<file path="src/rtl/uart_cmd_framer_if.sv">
// Signal bundle between uart_rx, uart_cmd_framer and the register file.
// master: the framer's view of the bundle; slave: the view from the surrounding blocks.
interface uart_cmd_framer_if;
  logic [7:0] rx_data_i;
  logic       rx_valid_i;
  logic [7:0] wr_addr_o;
  logic [7:0] wr_data_o;
  logic       wr_valid_o;
  logic       wr_ready_i;
  logic       pkt_done_o;
  logic       busy_o;
  logic       err_length_o;
  logic       err_timeout_o;
  logic       err_overflow_o;
  logic       err_checksum_o;

  modport master (
    input  rx_data_i, rx_valid_i, wr_ready_i,
    output wr_addr_o, wr_data_o, wr_valid_o, pkt_done_o, busy_o,
           err_length_o, err_timeout_o, err_overflow_o, err_checksum_o
  );

  modport slave (
    output rx_data_i, rx_valid_i, wr_ready_i,
    input  wr_addr_o, wr_data_o, wr_valid_o, pkt_done_o, busy_o,
           err_length_o, err_timeout_o, err_overflow_o, err_checksum_o
  );
endinterface

</file>
<file path="src/rtl/uart_cmd_framer.sv">
// Frames uart_rx bytes (SYNC, ADDR, LEN, payload, optional CHK) into buffered register writes.
// Define CMD_CHECKSUM_EN to require and verify a trailing XOR checksum byte.
module uart_cmd_framer #(
  parameter int unsigned MAX_LEN        = 16,
  parameter int unsigned TIMEOUT_CLOCKS = 1200,
  parameter logic [7:0]  SYNC_BYTE      = 8'hA5
) (
  input logic               clock,
  input logic               reset,
  uart_cmd_framer_if.master bus
);

  localparam int unsigned IW       = (MAX_LEN > 1) ? $clog2(MAX_LEN) : 1;
  localparam int unsigned DEPTH    = 1 << IW;
  localparam int unsigned TW       = $clog2(TIMEOUT_CLOCKS);
  localparam logic [TW-1:0] TMR_LAST = TW'(TIMEOUT_CLOCKS - 1);
  localparam logic [7:0]  MAX_LEN_B = 8'(MAX_LEN);

  typedef enum logic [2:0] {HUNT, ADDR, LEN, PAYLOAD, CHK, DRAIN} state_e;

  state_e        state_q, state_d;
  logic [7:0]    baseAddr_q, baseAddr_d;
  logic [7:0]    lenByte_q, lenByte_d;
  logic [7:0]    remain_q, remain_d;
  logic [IW-1:0] wrIdx_q, wrIdx_d;
  logic [IW-1:0] rdIdx_q, rdIdx_d;
  logic [TW-1:0] idleCnt_q, idleCnt_d;
  logic          ovfSeen_q, ovfSeen_d;
  logic          pktDone_q, pktDone_d;
  logic          errLength_q, errLength_d;
  logic          errTimeout_q, errTimeout_d;
  logic          errOverflow_q, errOverflow_d;
  logic [7:0]    bufMem_q [DEPTH];
  logic          bufWe;
  logic          midPacket;
  logic [7:0]    rxByte;
  logic          rxValid;
`ifdef CMD_CHECKSUM_EN
  logic [7:0]    csum_q, csum_d;
  logic          errChecksum_q, errChecksum_d;
`endif

  assign rxByte    = bus.rx_data_i;
  assign rxValid   = bus.rx_valid_i;
  assign midPacket = (state_q == ADDR) || (state_q == LEN) ||
                     (state_q == PAYLOAD) || (state_q == CHK);

  always_comb begin
    state_d       = state_q;
    baseAddr_d    = baseAddr_q;
    lenByte_d     = lenByte_q;
    remain_d      = remain_q;
    wrIdx_d       = wrIdx_q;
    rdIdx_d       = rdIdx_q;
    idleCnt_d     = '0;
    ovfSeen_d     = ovfSeen_q;
    pktDone_d     = 1'b0;
    errLength_d   = 1'b0;
    errTimeout_d  = 1'b0;
    errOverflow_d = 1'b0;
    bufWe         = 1'b0;
`ifdef CMD_CHECKSUM_EN
    csum_d        = csum_q;
    errChecksum_d = 1'b0;
`endif

    // A byte arriving on the expiry cycle wins, so the timer only acts on idle cycles.
    if (midPacket && !rxValid) begin
      if (idleCnt_q == TMR_LAST) begin
        errTimeout_d = 1'b1;
        state_d      = HUNT;
      end else begin
        idleCnt_d = idleCnt_q + TW'(1);
      end
    end

    case (state_q)
      HUNT: begin
        if (rxValid && (rxByte == SYNC_BYTE)) state_d = ADDR;
      end
      ADDR: begin
        if (rxValid) begin
          baseAddr_d = rxByte;
          state_d    = LEN;
`ifdef CMD_CHECKSUM_EN
          csum_d     = rxByte;
`endif
        end
      end
      LEN: begin
        if (rxValid) begin
          lenByte_d = rxByte;
          remain_d  = rxByte;
          wrIdx_d   = '0;
`ifdef CMD_CHECKSUM_EN
          csum_d    = csum_q ^ rxByte;
`endif
          if (rxByte > MAX_LEN_B) begin
            errLength_d = 1'b1;
            state_d     = HUNT;
          end else if (rxByte == 8'd0) begin
`ifdef CMD_CHECKSUM_EN
            state_d   = CHK;
`else
            pktDone_d = 1'b1;
            state_d   = HUNT;
`endif
          end else begin
            state_d = PAYLOAD;
          end
        end
      end
      PAYLOAD: begin
        if (rxValid) begin
          bufWe    = 1'b1;
          wrIdx_d  = wrIdx_q + IW'(1);
          remain_d = remain_q - 8'd1;
`ifdef CMD_CHECKSUM_EN
          csum_d   = csum_q ^ rxByte;
          if (remain_q == 8'd1) state_d = CHK;
`else
          if (remain_q == 8'd1) begin
            state_d   = DRAIN;
            remain_d  = lenByte_q;
            rdIdx_d   = '0;
            ovfSeen_d = 1'b0;
          end
`endif
        end
      end
`ifdef CMD_CHECKSUM_EN
      CHK: begin
        if (rxValid) begin
          if (rxByte != csum_q) begin
            errChecksum_d = 1'b1;
            state_d       = HUNT;
          end else if (lenByte_q == 8'd0) begin
            pktDone_d = 1'b1;
            state_d   = HUNT;
          end else begin
            state_d   = DRAIN;
            remain_d  = lenByte_q;
            rdIdx_d   = '0;
            ovfSeen_d = 1'b0;
          end
        end
      end
`endif
      DRAIN: begin
        // Bytes during drain are dropped; only the first one per packet is flagged.
        if (rxValid && !ovfSeen_q) begin
          errOverflow_d = 1'b1;
          ovfSeen_d     = 1'b1;
        end
        if (bus.wr_ready_i) begin
          rdIdx_d  = rdIdx_q + IW'(1);
          remain_d = remain_q - 8'd1;
          if (remain_q == 8'd1) begin
            pktDone_d = 1'b1;
            state_d   = HUNT;
          end
        end
      end
      default: state_d = HUNT;
    endcase
  end

  always_ff @(posedge clock or posedge reset) begin
    if (reset) begin
      state_q       <= HUNT;
      baseAddr_q    <= '0;
      lenByte_q     <= '0;
      remain_q      <= '0;
      wrIdx_q       <= '0;
      rdIdx_q       <= '0;
      idleCnt_q     <= '0;
      ovfSeen_q     <= 1'b0;
      pktDone_q     <= 1'b0;
      errLength_q   <= 1'b0;
      errTimeout_q  <= 1'b0;
      errOverflow_q <= 1'b0;
`ifdef CMD_CHECKSUM_EN
      csum_q        <= '0;
      errChecksum_q <= 1'b0;
`endif
    end else begin
      state_q       <= state_d;
      baseAddr_q    <= baseAddr_d;
      lenByte_q     <= lenByte_d;
      remain_q      <= remain_d;
      wrIdx_q       <= wrIdx_d;
      rdIdx_q       <= rdIdx_d;
      idleCnt_q     <= idleCnt_d;
      ovfSeen_q     <= ovfSeen_d;
      pktDone_q     <= pktDone_d;
      errLength_q   <= errLength_d;
      errTimeout_q  <= errTimeout_d;
      errOverflow_q <= errOverflow_d;
`ifdef CMD_CHECKSUM_EN
      csum_q        <= csum_d;
      errChecksum_q <= errChecksum_d;
`endif
    end
  end

  // Payload storage needs no reset: it is only read after being written by a packet.
  always_ff @(posedge clock) begin
    if (bufWe) bufMem_q[wrIdx_q] <= rxByte;
  end

  assign bus.wr_valid_o     = (state_q == DRAIN);
  assign bus.wr_addr_o      = bus.wr_valid_o ? (baseAddr_q + 8'(rdIdx_q)) : 8'h00;
  assign bus.wr_data_o      = bus.wr_valid_o ? bufMem_q[rdIdx_q] : 8'h00;
  assign bus.busy_o         = (state_q != HUNT);
  assign bus.pkt_done_o     = pktDone_q;
  assign bus.err_length_o   = errLength_q;
  assign bus.err_timeout_o  = errTimeout_q;
  assign bus.err_overflow_o = errOverflow_q;
`ifdef CMD_CHECKSUM_EN
  assign bus.err_checksum_o = errChecksum_q;
`else
  assign bus.err_checksum_o = 1'b0;
`endif

endmodule
</file>
<file path="src/flat_wrapper.sv">
// flat-port wrapper written by rule: the top's interface ports become plain ports
module uart_cmd_framer_flat 
#(
  parameter int unsigned MAX_LEN        = 16,
  parameter int unsigned TIMEOUT_CLOCKS = 1200,
  parameter logic [7:0]  SYNC_BYTE      = 8'hA5
)
  (clock, reset, bus_rx_data_i, bus_rx_valid_i, bus_wr_ready_i, bus_wr_addr_o, bus_wr_data_o, bus_wr_valid_o, bus_pkt_done_o, bus_busy_o, bus_err_length_o, bus_err_timeout_o, bus_err_overflow_o, bus_err_checksum_o);
  uart_cmd_framer_if bus_i ();
  input logic clock;
  input logic reset;
  input wire logic [$bits(bus_i.rx_data_i)-1:0] bus_rx_data_i;
  input wire logic [$bits(bus_i.rx_valid_i)-1:0] bus_rx_valid_i;
  input wire logic [$bits(bus_i.wr_ready_i)-1:0] bus_wr_ready_i;
  output wire logic [$bits(bus_i.wr_addr_o)-1:0] bus_wr_addr_o;
  output wire logic [$bits(bus_i.wr_data_o)-1:0] bus_wr_data_o;
  output wire logic [$bits(bus_i.wr_valid_o)-1:0] bus_wr_valid_o;
  output wire logic [$bits(bus_i.pkt_done_o)-1:0] bus_pkt_done_o;
  output wire logic [$bits(bus_i.busy_o)-1:0] bus_busy_o;
  output wire logic [$bits(bus_i.err_length_o)-1:0] bus_err_length_o;
  output wire logic [$bits(bus_i.err_timeout_o)-1:0] bus_err_timeout_o;
  output wire logic [$bits(bus_i.err_overflow_o)-1:0] bus_err_overflow_o;
  output wire logic [$bits(bus_i.err_checksum_o)-1:0] bus_err_checksum_o;
  assign bus_i.rx_data_i = bus_rx_data_i;
  assign bus_i.rx_valid_i = bus_rx_valid_i;
  assign bus_i.wr_ready_i = bus_wr_ready_i;
  assign bus_wr_addr_o = bus_i.wr_addr_o;
  assign bus_wr_data_o = bus_i.wr_data_o;
  assign bus_wr_valid_o = bus_i.wr_valid_o;
  assign bus_pkt_done_o = bus_i.pkt_done_o;
  assign bus_busy_o = bus_i.busy_o;
  assign bus_err_length_o = bus_i.err_length_o;
  assign bus_err_timeout_o = bus_i.err_timeout_o;
  assign bus_err_overflow_o = bus_i.err_overflow_o;
  assign bus_err_checksum_o = bus_i.err_checksum_o;
  uart_cmd_framer #(.MAX_LEN(MAX_LEN), .TIMEOUT_CLOCKS(TIMEOUT_CLOCKS), .SYNC_BYTE(SYNC_BYTE)) u_core (.clock(clock), .reset(reset), .bus(bus_i));
endmodule
</file>
<file path="config.mk">
export PLATFORM = sky130hd
export DESIGN_NAME = uart_cmd_framer_flat
export DESIGN_NICKNAME = d
export VERILOG_FILES = /design/src/rtl/uart_cmd_framer_if.sv /design/src/rtl/uart_cmd_framer.sv /design/src/flat_wrapper.sv
export SDC_FILE = /design/constraint.sdc
export NUM_CORES = 1
export LEC_CHECK = 0
export ABC_CLOCK_PERIOD_IN_PS = 2260
export BUFFER_PORTS_ARGS = -buffer_cell sky130_fd_sc_hd__clkbuf_2
export CORE_MARGIN = 5
export CORE_UTILIZATION = 50
export CTS_CLUSTER_SIZE = 16
export DETAILED_ROUTE_END_ITERATION = 8
export PLACE_DENSITY = 0.72
export RECOVER_POWER = 50
export SYNTH_ARGS = -nofsm -noshare
export SYNTH_HDL_FRONTEND = slang
export SYNTH_SLANG_ARGS = --single-unit
</file>
<file path="constraint.sdc">
create_clock -name clock -period 2.26 [get_ports clock]
set_clock_uncertainty 0.1 [all_clocks]
set_input_delay 0.226 -clock clock [delete_from_list [all_inputs] [get_ports clock]]
set_output_delay 0.226 -clock clock [all_outputs]
set_load 0.02 [all_outputs]
</file>
==> metrics, run 1 <==
WL per Instance=21.4 um; FF+latch count, synth=179; Setup crit end kind=primary output; worst setup path end=bus_wr_data_o[7]; R2R Path End=u_core.remain_q[3]; largest net degree at the start of global routing=52; DRC=0; Max IR drop VDD=0.000504 V; final hold violations=0; Crit Path Max Fanout=8; Worst Setup Start Kind=flip-flop; core area=0.0157 mm2; Total GRT Usage=0.210; pwr dens=708 mW/mm2; Slew HR=0.166; CTS H-tree lvls=4; Finished Core Util=0.613; antenna violations before repair=0; final setup fails=13; Logic pwr share=0.035; Flop pwr share=0.528; setup tns final=-2.91 ns; I/O pins=35; failing checks=negative setup slack; Via density=5.76; share of layout cells above drive strength 1=0.307; final slew viol count=0; Synth Warn #=0; final antenna-violating net count=0; syn avg cell area=15.0 um2; reg-to-reg setup timing slack=0.04 ns; Slew @ Worst Pin=1.25 ns; initial core utilization=0.503; Synth Area in Compound Gates=0.0646; Die Wd=136 um; Clock Pin Slew Worst Setup and Hold Paths=0.06 ns; Max clock buf depth=2; dominant synthesized flop cell=edfxtp_1; Final nets=649; Max Cap Violations=0; main combinational cell family by area after synthesis=multiplexers; Pint=0.00538 W; Root Driver=clkbuf_16; mux share of post-synthesis cell area=0.142; leakage=3.50 nW; Final Power=0.00681 W; EDFF count, synth=128; reg2reg start=u_core.remain_q[1]; Worst Path Arrival=2.21 ns; Synth Area in Adders=0.0215; simple-gate share of the synthesized area=0.0884; ant diodes=0; xor and xnor fraction of the mapped netlist area=0.0144; die area=0.0184 mm2; crit path from=u_core.rdIdx_q[0]; Critical Path RT=1.93 ns; Iter 0 DRT Violations=320; WHS=0.0781 ns; final HPWL from detailed placement=11400 um; Tcrit/Tclk final=1.12; first-pass GRT wire length=28500 um; TritonCTS clock tree=yes; I/O Buffers=33; RSZ-0062 raised after global routing=true; clock sinks=179; fin crit period=2.53 ns; area delta synth->final=21.9%; worst r2r path cells=9; synthesized net count=550; height of the die=136 um; RD Place Congestion=0.867; Setup Slack @ Placement=-0.0877 ns; Routed WL=18200 um; first-pass iteration count of the detailed router=4; number of distinct library cells after synthesis=60; Seq/Total Area, Yosys=0.648; via count=4910; HP Class=input pin to flip-flop; Net Sw Power=0.00143 W; Mapped Area=0.00790 mm2; post-route setup slack=-0.274 ns; cell row count=46; Clk pwr share=0.437; vias in the first global route=5102; f_max=0.395 GHz; asr flop ratio synth=0.285; grt total ovfl=0; Clk Latency, worst-skew pair=0.43 ns; CTS buffer count=17; Setup CP Type=flip-flop to primary output; Synth Instances=525; sw frac=0.210; status=complete, but fails checks
==> metal layers <==
layer  global-route usage  vias to the layer above  routed length [um]
met3               0.0487                       41                1020
met2                0.342                      148                9110
met5                    0                        -                   0
li1                     -                     2221                   -
met1                0.278                     2500                7620
met4               0.0806                        0                 465
==> power by group through the flow <==
stage	sequential (W)	combinational [W]	clock, W
after detailed placement	0.00366	0.000238	0
after floorplan	0.00365	0.000122	0
after global placement	0.00366	0.000227	0
final	0.00360	0.000240	0.00297
after CTS	0.00359	0.000247	0.00301
after global routing	0.00360	0.000267	0.00316
==> sequential cells by signal (all words and copies together) (netlist names) <==
name,count
u_core.bus.pkt_done_o,1
u_core.ovfSeen_q,1
u_core.bufMem_q,128
u_core.bus.err_length_o,1
u_core.idleCnt_q,11
u_core.bus.err_timeout_o,1
u_core.rdIdx_q,4
u_core.state_q,3
u_core.wrIdx_q,4
u_core.lenByte_q,8
u_core.bus.err_overflow_o,1
u_core.remain_q,8
u_core.baseAddr_q,8
==> area by class of cell <==
cell class                 instances  area, um2
clock buffer                      19        433
clock inverter                    12        156
fill                            1158       6090
inverter                          15       56.3
multi-input combinational        309       2790
sequential                       179       5120
tap                              216        270
timing repair buffer             102        803
==> critical path: stages, from the launching register on <==
cell,delay (ns)
dfrtp_2,0.48
buf_12,0.15
buf_16,0.14
mux4_2,0.51
mux2i_2,0.19
o22ai_1,0.12
clkbuf_2,0.19
==> cell families after synthesis <==
group / Yosys count
buffers and inverters: 37
multiplexers: 70
other: 1
adder cells (fa/ha/maj): 13
XOR/XNOR: 13
AO/OA/AOI/OAI: 73
flip-flops: 179
AND/OR/NAND/NOR: 139
==> how the worst min path moves through the flow <==
| stage | startpoint | end | slack (ns) | cells after the start |
|---|---|---|---|---|
| finish | bus_rx_data_i[7] | u_core.bus.pkt_done_o | 0.08 | 4 |
| global route | bus_wr_ready_i | u_core.bus.pkt_done_o | 0.08 | 3 |
| CTS | bus_rx_data_i[7] | u_core.bus.pkt_done_o | 0.04 | 4 |
| detailed placement | reset | u_core.bus.err_timeout_o | 0.33 | 3 |
| global placement | reset | u_core.lenByte_q[0] | 0.31 | 3 |
| floorplan | bus_rx_data_i[0] | u_core.bufMem_q[0][0] | 0.22 | 0 |
==> through the flow <==
step                cell area [um2]  cells
floorplan                      7910    525
global placement               8640    802
detailed placement             8640    802
CTS                            9540    847
global route                   9630    852
finish                         9630    852
==> cells in the final DEF (no fill, tap or decap), types with 4 or more instances in the layout <==
| cell type | Yosys | final |
|---|---|---|
| buf_2 | 9 | 4 |
| clkbuf_1 | 10 | 21 |
| o21ai_0 | 21 | 17 |
| xor2_1 | 9 | 9 |
| mux2i_1 | 22 | 13 |
| clkbuf_2 | 0 | 13 |
| buf_16 | 0 | 4 |
| o21ai_1 | 2 | 4 |
| edfxtp_1 | 128 | 128 |
| ha_1 | 12 | 9 |
| nand2_1 | 28 | 28 |
| buf_4 | 1 | 52 |
| o22ai_1 | 8 | 6 |
| clkbuf_16 | 0 | 17 |
| mux4_2 | 32 | 32 |
| mux2_2 | 16 | 16 |
| a21o_1 | 5 | 5 |
| nand2b_1 | 11 | 11 |
| nor3_1 | 12 | 10 |
| buf_12 | 0 | 4 |
| or3_1 | 5 | 5 |
| nor2_1 | 44 | 44 |
| mux2i_2 | 0 | 8 |
| a21oi_1 | 14 | 11 |
| dfrtp_1 | 51 | 50 |
| nand3_1 | 14 | 14 |
| buf_6 | 1 | 5 |
| inv_1 | 15 | 13 |
| xnor2_1 | 4 | 4 |
==> repair_timing <==
action                                  4_1_cts  5_1_grt
hold buffers                                  1        0
pin swaps                                     9        9
gates cloned                                  4        0
endpoints found under the setup margin       16       21
buffers inserted                              9        5
endpoints found under the hold margin        51        0
gates resized for setup                      30       36
==> synth_stat cells, types with 3 or more instances <==
cell,instances,area (um2)
nor2_1,44,165
inv_1,15,56.3
dfrtp_1,51,1280
mux4_2,32,721
nand3b_1,3,22.5
clkbuf_1,10,37.5
nand3_1,14,70.1
a211oi_1,3,22.5
xnor2_1,4,35.0
o21ai_0,21,105
nor3_1,12,60.1
xor2_1,9,78.8
o22ai_1,8,50.1
or3_1,5,31.3
nand4_1,3,18.8
a21o_1,5,37.5
nand2b_1,11,68.8
ha_1,12,150
a21oi_1,14,70.1
mux2i_1,22,220
edfxtp_1,128,3840
buf_2,9,45.0
nand2_1,28,105
mux2_2,16,180
No activity file was read; power rests on OpenSTA's default activity.
==> inputs of run 2 (changes only) <==
--- a/config.mk
+++ b/config.mk
@@ -13,6 +13,7 @@
 export DETAILED_ROUTE_END_ITERATION = 8
 export PLACE_DENSITY = 0.72
 export RECOVER_POWER = 50
+export REMOVE_ABC_BUFFERS = 1
 export SYNTH_ARGS = -nofsm -noshare
 export SYNTH_HDL_FRONTEND = slang
 export SYNTH_SLANG_ARGS = --single-unit
==> metrics, run 2 (synthesis results as in run 1) <==
status=complete, but fails checks (unchanged); failing checks=negative setup slack (unchanged); first-pass iteration count of the detailed router=5 (was 4); final setup fails=14 (was 13); first-pass GRT wire length=28400 um (was 28500 um); Routed WL=18100 um (was 18200 um); antenna violations before repair=0 (unchanged); Critical Path RT=1.93 ns (about the same); Via density=5.69 (was 5.76); Crit Path Max Fanout=18 (was 8); area delta synth->final=19.4% (was 21.9%); f_max=0.399 GHz (was 0.395 GHz); setup tns final=-2.42 ns (was -2.91 ns); initial core utilization=0.503 (unchanged); RSZ-0062 raised after global routing=true (unchanged); Setup crit end kind=primary output (unchanged); I/O Buffers=33 (unchanged); pwr dens=703 mW/mm2 (was 708 mW/mm2); RD Place Congestion=0.897 (was 0.867); commonest non-fill, non-tap cell in the layout=edfxtp_1 (unchanged); final slew viol count=0 (unchanged); HP Class=input pin to flip-flop (unchanged); Max clock buf depth=2 (unchanged); Fill cells=1208 (was 1158); Clock Pin Slew Worst Setup and Hold Paths=0.06 ns (about the same); ant diodes=0 (unchanged); vias in the first global route=4962 (was 5102); Finished Core Util=0.600 (was 0.613); height of the die=136 um (unchanged); Max Cap Violations=0 (unchanged); Root Driver=clkbuf_16 (unchanged); Max IR drop VDD=0.000501 V (was 0.000504 V); I/O pins=35 (unchanged); largest reg by FF count=u_core.bufMem_q (unchanged); share of layout cells above drive strength 1=0.295 (was 0.307); CTS buffer count=17 (unchanged); largest net degree at the start of global routing=33 (was 52); Final nets=643 (was 649); Slew @ Worst Pin=1.20 ns (was 1.25 ns); worst r2r path cells=9 (unchanged); Worst Setup Start Kind=flip-flop (unchanged); Iter 0 DRT Violations=420 (was 320); clock sinks=179 (unchanged); Worst Hold Depth=3 (was 4); leakage=3.44 nW (was 3.50 nW); die area=0.0184 mm2 (unchanged); core area=0.0157 mm2 (unchanged); Final Power=0.00663 W (was 0.00681 W); via count=4820 (was 4910); Setup CP Type=flip-flop to primary output (unchanged); Die Wd=136 um (unchanged); Tcrit/Tclk final=1.11 (was 1.12); WL per Instance=21.3 um (was 21.4 um); post-route setup slack=-0.245 ns (was -0.274 ns); cell row count=46 (unchanged); most frequent cells in the layout=128 x edfxtp_1, 51 x buf_4, 49 x dfrtp_1 (was 128 x edfxtp_1, 52 x buf_4, 50 x dfrtp_1); final hold violations=0 (unchanged); Worst Path Arrival=2.18 ns (was 2.21 ns); fin crit period=2.50 ns (was 2.53 ns); final antenna-violating net count=0 (unchanged); top flop regs=u_core.bufMem_q (128), u_core.idleCnt_q (11) (unchanged); Clk Latency, worst-skew pair=0.42 ns (was 0.43 ns); Total GRT Usage=0.209 (was 0.210); Slew HR=0.203 (was 0.166); WHS=0.118 ns (was 0.0781 ns); CTS H-tree lvls=4 (unchanged); DRC=0 (unchanged); final HPWL from detailed placement=11800 um (was 11400 um); TritonCTS clock tree=yes (unchanged); grt total ovfl=0 (unchanged); max reg flops=128 (unchanged)
-- run 2: report_power, final --
| part | switching [W] | internal, W | leakage, nW |
|---|---|---|---|
| clock network | 0.00126 | 0.00153 | 0.273 |
| logic | 0.000163 | 0.0000807 | 1.34 |
| registers | 0.0000355 | 0.00356 | 1.82 |
-- run 2: path summary, 6_finish.rpt --
path / startpoint / endpoint / slack, ns
max: u_core.rdIdx_q[0] / bus_wr_data_o[4] / -0.24
min: bus_wr_ready_i / u_core.bus.pkt_done_o / 0.12
max reg2reg: u_core.remain_q[1] / u_core.remain_q[3] / 0.07
min reg2reg: u_core.ovfSeen_q / u_core.bus.err_overflow_o / 0.33
max in group asynchronous: reset / u_core.rdIdx_q[0] / 0.35
min in group asynchronous: reset / u_core.remain_q[0] / 0.40
-- run 2: layer usage --
layer / vias to the layer above / part of all wire / global-route usage
met1: 2460 / 0.44 / 0.291
met3: 19 / 0.048 / 0.0457
met4: 0 / 0.019 / 0.0694
met2: 148 / 0.49 / 0.332
met5: - / 0 / 0
li1: 2193 / - / -
-- run 2: repair_timing --
item                                    4_1_cts  5_1_grt
setup buffers                                 4        5
gates resized for setup                      23       29
endpoints found under the setup margin       14       22
hold buffers                                  2        0
hold endpoints to repair                     22        0
pin swaps                                     2        9
gates cloned                                  2        0
-- run 2: per-stage QoR --
stage / instances / worst slack [ns] / instance area [um2]
finish: 847 / -0.245 / 9430
global route: 847 / -0.346 / 9430
CTS: 842 / -0.258 / 9360
detailed placement: 802 / 0.0286 / 8630
global placement: 802 / 0.0336 / 8630
floorplan: 503 / -1.02 / 7790
-- run 2: layout make-up --
| type | count | area (um2) | share of cell area |
|---|---|---|---|
| Clock inverter | 15 | 133 | 0.0141 |
| Sequential cell | 179 | 5120 | 0.543 |
| Tap cell | 216 | 270 | 0.0287 |
| Multi-Input combinational cell | 309 | 2730 | 0.289 |
| Clock buffer | 17 | 425 | 0.0451 |
| Timing Repair Buffer | 96 | 698 | 0.0740 |
| Inverter | 15 | 56.3 | 0.00597 |
-- run 2: worst max-delay path, cell delays in order (launching register included) --
cell and delay (ns):
dfrtp_2 0.44, buf_12 0.22, mux4_2 0.55, mux2i_2 0.23
o22ai_1 0.12, buf_2 0.18
==> inputs of run 3 (changes only) <==
--- a/config.mk
+++ b/config.mk
@@ -7,7 +7,7 @@
 export LEC_CHECK = 0
 export ABC_CLOCK_PERIOD_IN_PS = 2260
 export BUFFER_PORTS_ARGS = -buffer_cell sky130_fd_sc_hd__clkbuf_2
-export CORE_MARGIN = 5
+export CORE_MARGIN = 4
 export CORE_UTILIZATION = 50
 export CTS_CLUSTER_SIZE = 16
 export DETAILED_ROUTE_END_ITERATION = 8
==> metrics, run 3 (synthesis results as in run 1) <==
status=complete, but fails checks (unchanged); failing checks=negative setup slack (unchanged); f_max=0.397 GHz (was 0.399 GHz); Worst Setup Start Kind=flip-flop (unchanged); CP cell instances=ha_4 -> fa_2 -> a21o_1 -> a21oi_2 -> o21ai_1 -> a21oi_1 -> buf_4 (was buf_12 -> mux4_2 -> mux2i_2 -> o22ai_1 -> buf_2); Die Wd=134 um (was 136 um); CP Buf/Inv Count=1 (was 2); most frequent cells in the layout=128 x edfxtp_1, 50 x dfrtp_1, 47 x buf_4 (was 128 x edfxtp_1, 51 x buf_4, 49 x dfrtp_1); leakage=3.41 nW (was 3.44 nW); CTS buffer count=17 (unchanged); final antenna-violating net count=0 (unchanged); Clk pwr share=0.430 (was 0.421); max reg flops=128 (unchanged); I/O pins=35 (unchanged); antenna violations before repair=0 (unchanged); worst r2r path cells=8 (was 9); cell row count=45 (was 46); fin crit period=2.52 ns (was 2.50 ns); Pint=0.00528 W (was 0.00517 W); CP delay by family, top=compound AO/OA/AOI/OAI gates (was multiplexers); pwr dens=716 mW/mm2 (was 703 mW/mm2); Tcrit/Tclk final=1.12 (was 1.11); first-pass iteration count of the detailed router=5 (unchanged); Crit Path Max Fanout=3 (was 18); worst stage delay on the critical path=0.47 ns (was 0.55 ns); reg-to-reg setup timing slack=0.06 ns (was 0.07 ns); ant diodes=0 (unchanged); CP max-delay cell=dfrtp_2 (was mux4_2); Logic pwr share=0.035 (was 0.037); RD Place Congestion=0.961 (was 0.897); Net Sw Power=0.00144 W (was 0.00146 W); Slew HR=0.0759 (was 0.203); top flop regs=u_core.bufMem_q (128), u_core.idleCnt_q (11) (unchanged); area of placed instances=0.00862 mm2 (was 0.00863 mm2); Max Cap Violations=0 (unchanged); initial core utilization=0.516 (was 0.503); vias in the first global route=4965 (was 4962); TritonCTS clock tree=yes (unchanged); DRC=0 (unchanged); CTS H-tree lvls=4 (unchanged); commonest non-fill, non-tap cell in the layout=edfxtp_1 (unchanged); HP Class=input pin to flip-flop (unchanged); share of layout cells above drive strength 1=0.282 (was 0.295); core area=0.0153 mm2 (was 0.0157 mm2); clock sinks=179 (unchanged); WL per Instance=21.7 um (was 21.3 um); WHS Endpoint=u_core.bus.pkt_done_o (unchanged); R2R Path End=u_core.remain_q[7] (was u_core.remain_q[3]); Clk Latency, worst-skew pair=0.42 ns (about the same); post-route setup slack=-0.260 ns (was -0.245 ns); Flop pwr share=0.535 (was 0.542); largest net degree at the start of global routing=36 (was 33); Iter 0 DRT Violations=370 (was 420); Max IR drop VDD=0.000502 V (was 0.000501 V); Worst Path Arrival=2.19 ns (was 2.18 ns); area delta synth->final=18.9% (was 19.4%); Slew @ Worst Pin=1.38 ns (was 1.20 ns); Total GRT Usage=0.212 (was 0.209); first-pass GRT wire length=28300 um (was 28400 um); final setup fails=13 (was 14); Worst Hold Launch=bus_wr_ready_i (unchanged); Root Driver=clkbuf_16 (unchanged); via count=4857 (was 4820); grt total ovfl=0 (unchanged); final slew viol count=0 (unchanged); Max clock buf depth=2 (unchanged); largest reg by FF count=u_core.bufMem_q (unchanged); setup tns final=-2.61 ns (was -2.42 ns); Setup CP Type=flip-flop to primary output (unchanged); Clock Pin Slew Worst Setup and Hold Paths=0.06 ns (about the same); reg2reg start=u_core.remain_q[1] (unchanged); height of the die=134 um (was 136 um); Worst Hold Depth=3 (unchanged); sw frac=0.215 (was 0.221); RSZ-0062 raised after global routing=true (unchanged); Critical Path RT=1.93 ns (about the same); post-route cell area=0.00940 mm2 (was 0.00943 mm2); Setup crit end kind=primary output (unchanged); Final nets=640 (was 643); final HPWL from detailed placement=11800 um (about the same); Routed WL=18200 um (was 18100 um); I/O Buffers=33 (unchanged); die area=0.0179 mm2 (was 0.0184 mm2); Via density=5.79 (was 5.69); final hold violations=0 (unchanged)
[run 3: how the worst max path moves through the flow]
stage / cells after the start / slack [ns] / from / to
after floorplan: 6 / -1.02 / u_core.rdIdx_q[0] / bus_wr_addr_o[6]
after global placement: 7 / 0.02 / u_core.rdIdx_q[0] / bus_wr_addr_o[6]
after detailed placement: 7 / -0.003 / u_core.rdIdx_q[0] / bus_wr_addr_o[6]
after CTS: 7 / -0.29 / u_core.rdIdx_q[0] / bus_wr_addr_o[6]
after global routing: 7 / -0.36 / u_core.rdIdx_q[0] / bus_wr_addr_o[6]
final: 7 / -0.26 / u_core.rdIdx_q[0] / bus_wr_addr_o[6]
[run 3: worst reg2reg max path, stage by stage (launching register included)]
cell and delay, ns:
dfrtp_1 0.41, inv_2 0.07, ha_2 0.15, or4b_4 0.47, buf_8 0.16, nor3_4 0.31
a211o_1 0.21, o21ai_0 0.09, a21oi_1 0.16
[run 3: timing repair]
item                                   CTS  global route
setup endpoints to repair               14            23
hold buffers                             1             0
cloned                                   2             0
gates resized for setup                 23            23
endpoints found under the hold margin   33             0
setup buffers                            4             3
pin swaps                                9             9
[run 3: cell type report]
class                   count  area (um2)
fillers                  1206        5920
flip-flops and latches    179        5120
multi-input cells         309        2710
repair buffers             93         662
clock buffers              18         429
well taps                 211         264
clock inverters            14         149
inverters                  15        56.3
[run 3: per-layer routing]
metal  track usage  up-vias  share of wire
met3        0.0525       25          0.061
met5             0        -              0
met4        0.0629        0          0.015
li1              -     2195              -
met1         0.290     2468           0.42
met2         0.340      169           0.50
[run 3: per-stage QoR]
stage / cells / setup slack [ns] / power [W] / hold slack, ns / util
after detailed placement: 797 / -0.00329 / 0.00389 / 0.289 / 0.563
final: 839 / -0.260 / 0.00673 / 0.105 / 0.613
after global placement: 797 / 0.0167 / 0.00388 / 0.286 / 0.563
after floorplan: 503 / -1.02 / 0.00377 / 0.225 / -
after global routing: 839 / -0.360 / 0.00695 / 0.0881 / 0.613
after CTS: 836 / -0.293 / 0.00677 / 0.0667 / 0.613
[run 3: power by group through the flow]
stage	combinational, W	clock (W)	sequential [W]
global route	0.000262	0.00309	0.00360
global placement	0.000224	0	0.00366
detailed placement	0.000235	0	0.00366
floorplan	0.000117	0	0.00365
CTS	0.000242	0.00293	0.00359
finish	0.000238	0.00289	0.00360
